==> config.mk <==
export PLATFORM = sky130hd
export DESIGN_NAME = cpu_mem_arbiter
export DESIGN_NICKNAME = d
export VERILOG_FILES = /design/src/rtl/cpu_mem_arbiter.sv
export SDC_FILE = /design/constraint.sdc
export NUM_CORES = 1
export LEC_CHECK = 0
export CORE_MARGIN = 2
export CORE_UTILIZATION = 30
export CTS_CLUSTER_SIZE = 14
export DETAILED_ROUTE_END_ITERATION = 7
export PLACE_DENSITY = 0.72
export SYNTH_ARGS = -nofsm -noshare
export SYNTH_HDL_FRONTEND = slang
export SYNTH_SLANG_ARGS = --single-unit
==> constraint.sdc <==
create_clock -name clk -period 6 [get_ports clk]
set_input_delay 0.6 -clock clk [delete_from_list [all_inputs] [get_ports clk]]
set_output_delay 0.6 -clock clk [all_outputs]
set_load 0.005 [all_outputs]
==> src/rtl/cpu_mem_arbiter.sv <==
// cpu_mem_arbiter: shares one registered memory bus between an instruction-fetch port and a data port.
// Optional macro ARB_ROUND_ROBIN_EN alternates grants under contention; by default data wins.
module cpu_mem_arbiter #(
  parameter int ADDR_W = 32,
  parameter int DATA_W = 32
) (
  input  logic              clk,
  input  logic              rst,
  input  logic              i_req,
  input  logic [ADDR_W-1:0] i_addr,
  output logic              i_addr_ok,
  output logic              i_data_ok,
  output logic [DATA_W-1:0] i_rdata,
  input  logic              d_req,
  input  logic              d_wr,
  input  logic [1:0]        d_size,
  input  logic [ADDR_W-1:0] d_addr,
  input  logic [DATA_W-1:0] d_wdata,
  output logic              d_addr_ok,
  output logic              d_data_ok,
  output logic [DATA_W-1:0] d_rdata,
  output logic              m_req,
  output logic              m_wr,
  output logic [1:0]        m_size,
  output logic [ADDR_W-1:0] m_addr,
  output logic [DATA_W-1:0] m_wdata,
  input  logic              m_addr_ok,
  input  logic              m_data_ok,
  input  logic [DATA_W-1:0] m_rdata
);

  typedef enum logic [1:0] {S_IDLE, S_ADDR, S_DATA} state_t;

  state_t              r_state;
  state_t              w_next_state;
  logic                r_last_grant;
  logic                r_m_req;
  logic                r_m_wr;
  logic [1:0]          r_m_size;
  logic [ADDR_W-1:0]   r_m_addr;
  logic [DATA_W-1:0]   r_m_wdata;
  logic                w_owner;
  logic                w_any_req;
  logic                w_grant;
  logic                w_grant_data;
  logic                w_addr_acc;
  logic                w_data_done;

  // Owner and last grant are both loaded with the winner at every grant, so one flop serves both.
  assign w_owner   = r_last_grant;
  assign w_any_req = i_req | d_req;
  assign w_grant   = (r_state == S_IDLE) & w_any_req;

`ifdef ARB_ROUND_ROBIN_EN
  assign w_grant_data = d_req & (~i_req | ~r_last_grant);
`else
  assign w_grant_data = d_req;
`endif

  always_comb begin
    // NOTE: every signal written here gets a default first, so no path can infer a latch.
    w_next_state = r_state;
    w_addr_acc   = 1'b0;
    w_data_done  = 1'b0;
    case (r_state)
      S_IDLE: if (w_any_req) w_next_state = S_ADDR;
      S_ADDR: if (m_addr_ok) begin
        w_addr_acc   = 1'b1;
        w_next_state = S_DATA;
      end
      S_DATA: if (m_data_ok) begin
        w_data_done  = 1'b1;
        w_next_state = S_IDLE;
      end
      default: w_next_state = S_IDLE;
    endcase
  end

  // NOTE: state is updated with non-blocking assignments so all flops sample pre-edge values.
  always_ff @(posedge clk or posedge rst) begin
    if (rst) r_state <= S_IDLE;
    else     r_state <= w_next_state;
  end

  always_ff @(posedge clk or posedge rst) begin
    if (rst) begin
      r_last_grant <= 1'b0;
      r_m_req      <= 1'b0;
      r_m_wr       <= 1'b0;
      r_m_size     <= 2'd0;
      r_m_addr     <= '0;
      r_m_wdata    <= '0;
    end else begin
      r_m_req <= (w_next_state == S_ADDR);
      if (w_grant) begin
        r_last_grant <= w_grant_data;
        if (w_grant_data) begin
          r_m_wr    <= d_wr;
          r_m_size  <= d_size;
          r_m_addr  <= d_addr;
          r_m_wdata <= d_wdata;
        end else begin
          r_m_wr    <= 1'b0;
          r_m_size  <= 2'd2;
          r_m_addr  <= i_addr;
          r_m_wdata <= '0;
        end
      end
    end
  end

  assign m_req   = r_m_req;
  assign m_wr    = r_m_wr;
  assign m_size  = r_m_size;
  assign m_addr  = r_m_addr;
  assign m_wdata = r_m_wdata;

  assign i_addr_ok = w_addr_acc  & ~w_owner;
  assign d_addr_ok = w_addr_acc  &  w_owner;
  assign i_data_ok = w_data_done & ~w_owner;
  assign d_data_ok = w_data_done &  w_owner;
  assign i_rdata   = m_rdata;
  assign d_rdata   = m_rdata;

endmodule

==> metrics list <==
- The flow ran to the end, and the final reports show no timing, DRC or antenna violations.
* Initial Util: 30.5%
- Detailed routing placed a total of 926 µm of wire on met3.
- For the worst setup path, the data arrival time is 1900 ps.
* Highest layer used for signal routing: met4
* Count of buffer and inverter cells on the critical path: 2
- The sequential cells in the finished layout cover a total of 1780 µm².
- The detail route stage leaves a number of antenna-violating nets equal to 0.
- Origin of the critical flop-to-flop path: r_state[0]
- Static leakage: 2.28 nW
- Post-CTS resize count: 0
- In this run the power density over the cells is 446 nW/µm².
* Routed via count: 2437
* Total GRT Usage: 12.9%
* Std-Cell Core Area: 12000 µm²
- The repair_antennas step left the layout with diodes totalling 0.
- Detailed routing placed a total of 4250 µm of wire on met2.
- Unrepaired setup endpoints after global routing: no
* Path type of the worst min-delay path: reg -> reg
- The worst setup path is launched from a primary input.
- Number of remaining DRC errors: 0
* Area overhead of the layout relative to synthesis: 45.7%
- Num rows: 40
- Counting instances, the worst hold path has a depth of 1.
- Cell taking the most area after synthesis: sky130_fd_sc_hd__dfrtp_1
- Via count of the first global-routing pass: 2688
- Adding up every negative setup slack in the final design gives 0 ps.
- On the worst path, the slowest cell contributes a delay of 520 ps.
- In the synthesized netlist, the number of instances is 269.
* Most frequent cell on the critical path: sky130_fd_sc_hd__clkdlybuf4s50_1
- Antenna violations before repair: 0
- In this run the worst path has a maximum fanout of 3.
- The net count of the finished layout is 518.
- Yosys warns: 0
- The tree built by TritonCTS fans out to 71 sinks.
- Post-detail-place hpwl: 6490 µm
- Cell count after placement: 516
* Total routed wire length on the met1 layer: 3290 µm
- Ranked by total cell area, the synthesized netlist is headed by sky130_fd_sc_hd__dfrtp_1 49%, sky130_fd_sc_hd__buf_4 14%, sky130_fd_sc_hd__mux2_4 12%.
* Mean area per synthesized cell: 13.6 µm²
* Later-pin clock latency in the skew report: 320 ps
- Max-cap violations in this run came to 0.
- Traced cell by cell, the critical path runs through clkdlybuf4s50_1 -> nand3b_1 -> nor2_1 -> clkdlybuf4s50_1.
* Length of the first detailed-routing pass in iterations: 4
- Achievable frequency: 401 MHz
- The critical path is of the in -> out type.
* Register clock-pin slew on the reported worst setup and hold paths: 60 ps
* Die Span X: 114 µm
- The slowest stage of the critical path is the sky130_fd_sc_hd__clkdlybuf4s50_1 cell.
- DR iter-0 viols: 85
- Number of vias per cell after detailed routing: 4.58
- Setup violations remaining at the end of the flow were counted as 0.
- Fill cell count: 1111
- In this run the clock root is driven by a sky130_fd_sc_hd__clkbuf_16.
- Detail-routed net length per standard cell: 16.2 µm
- Synthesized cell area: 3650 µm²
- Global routing finished with a remaining overflow of 0.
- Synthesis inferred 71 register bits.
- Worst vdd rail ir drop: 150 µV
- Area enclosed by the die boundary: 13100 µm²
- Counting every net in the synthesized netlist gives 406.
- Period minus WS final: 2500 ps
- RePlAce Congestion: 0.731
- At the pin with the least slew margin, the transition time is 907 ps.
* CTS max path bufs: 2
- The share of synthesized area in the top cell type comes to 48.7%.
- Once the clock tree was built, the setup fixing pass inserted 0 buffers.
- Multi-input logic area: 1250 µm²
- Cts bufs inserted: 9
- Hold violation count in the final report: 0
- Setup slack of the most critical reg-to-reg path: 4070 ps
* Number of hold-repair buffers added at the cts stage: 0
- Sequential area share after synthesis: 48.7%
* Critical Path Sink Type: output pin
- Post-route clock skew: 6.34 ps
* Distinct cell type count of the synthesized netlist: 21
- In the finished design, the share of the clock period the worst path needs comes to 41.6%.
- The clock tree synthesis step divided the H-tree into 3 levels.
- Slew margin rel.: 39.5%
* Critical path data required time: 5400 ps
- Entering global routing, the biggest net connects 72 pins.
- The worst hold path terminates at m_addr[4].
- Wire length of the first global-routing pass: 12900 µm
- The post-route netlist has 22.1% of its cells at a drive strength greater than 1.
- The max-slew violation count was 0.
* TritonCTS clock tree: built
- For this block, the routed nets add up to 8630 µm of wire.
- Worst-case reg-to-reg path depth: 4
* Largest delay share family, worst path: buffers and inverters
- Pin placement for this block handled 273 I/O pins.
* Launch instance of the worst min-delay path: m_addr[4]
* PortBufs: 176
* Endpoint of the lowest-slack register-to-register path: m_addr[23]
- Total Power Consumption: 2.37 mW
* Finished Layout Cells: 532
- Overall die height: 114 µm
flip-flops by register name, summed over array words and instances, names as in the netlist:
signal,count
r_last_grant,1
r_state,2
m_addr,32
m_wr,1
m_req,1
m_wdata,32
m_size,2
power breakdown:
part           total [mW]  internal [mW]  switching [mW]
Clock               0.529          0.341           0.188
Sequential          0.838          0.704           0.133
Combinational        1.01          0.678           0.330
synthesized netlist by cell type (all sizes together):
cell type,count
buf,79
dfrtp,71
mux2,64
a22o,34
nor2,4
inv,3
nand2,3
o21ai,3
nor3,2
a21o,1
a21oi,1
nand2b,1
nand3b,1
nor2b,1
nor3b,1
layout by cell type, fill, tap and decap left out:
cell / synthesis / layout
sky130_fd_sc_hd__nor2_4: 1 / 1
sky130_fd_sc_hd__buf_2: 3 / 1
sky130_fd_sc_hd__buf_4: 68 / 3
sky130_fd_sc_hd__dfrtp_1: 71 / 71
sky130_fd_sc_hd__nor2b_1: 1 / 1
sky130_fd_sc_hd__nand2b_1: 1 / 1
sky130_fd_sc_hd__a22o_1: 34 / 34
sky130_fd_sc_hd__bufinv_16: 0 / 1
sky130_fd_sc_hd__clkbuf_16: 0 / 9
sky130_fd_sc_hd__inv_2: 0 / 1
sky130_fd_sc_hd__a21oi_1: 1 / 1
sky130_fd_sc_hd__nor2_1: 3 / 3
sky130_fd_sc_hd__clkbuf_8: 0 / 2
sky130_fd_sc_hd__nor3_1: 2 / 2
sky130_fd_sc_hd__clkinvlp_4: 0 / 1
sky130_fd_sc_hd__a21o_1: 1 / 1
sky130_fd_sc_hd__o21ai_4: 0 / 1
sky130_fd_sc_hd__nor3b_4: 1 / 1
sky130_fd_sc_hd__clkbuf_1: 0 / 1
sky130_fd_sc_hd__clkinv_2: 0 / 1
sky130_fd_sc_hd__inv_1: 3 / 2
sky130_fd_sc_hd__mux2_2: 32 / 32
sky130_fd_sc_hd__buf_8: 0 / 1
sky130_fd_sc_hd__nand2_1: 3 / 3
sky130_fd_sc_hd__mux2_1: 2 / 2
sky130_fd_sc_hd__o21ai_0: 2 / 2
sky130_fd_sc_hd__nand3b_1: 1 / 1
sky130_fd_sc_hd__mux2_4: 30 / 30
sky130_fd_sc_hd__clkdlybuf4s50_1: 0 / 175
metrics by stage:
stage / instance area (µm²) / utilization (%) / hold slack (ps) / setup slack [ps]
floorplan: 3650 / - / 489 / 3600
global placement: 5000 / 41.8 / 488 / 3280
detailed placement: 5000 / 41.8 / 481 / 3200
CTS: 5300 / 44.3 / 506 / 3510
global route: 5320 / 44.5 / 521 / 3460
finish: 5320 / 44.5 / 503 / 3500
layer usage:
| layer | GRT usage [%] | up-vias |
|---|---|---|
| met1 | 13.4 | 1175 |
| met5 | 0 | - |
| met3 | 4.66 | 14 |
| met2 | 22.9 | 146 |
| met4 | 6.75 | 0 |
| li1 | - | 1102 |
cell type report:
cell class              instances  share of cell area, %
clock buffers                  12                   4.82
clock inverters                 3                  0.800
inverters                       3                  0.212
multi-input cells             116                   23.6
flip-flops and latches         71                   33.4
well taps                     147                   3.46
repair buffers                180                   33.7
cell families after synthesis:
kind of cell / count (synthesis) / share of synthesized area [%]
muxes: 64 / 22.8
AOI/OAI and AO/OA: 39 / 9.02
buffers and inverters: 82 / 17.2
and+or+nand+nor: 13 / 2.26
DFF: 71 / 48.7
worst max path at each step:
stage                   start   endpoint  slack (ps)  cells after the start
finish              m_addr_ok  i_addr_ok        3500                      4
global route        m_addr_ok  d_addr_ok        3460                      4
CTS                 m_data_ok  d_data_ok        3510                      4
detailed placement      d_req  m_size[1]        3200                      5
global placement        d_req  m_size[1]        3280                      5
floorplan                 rst  m_addr[0]        3600                      1
(Power assumes the default switching activity.)
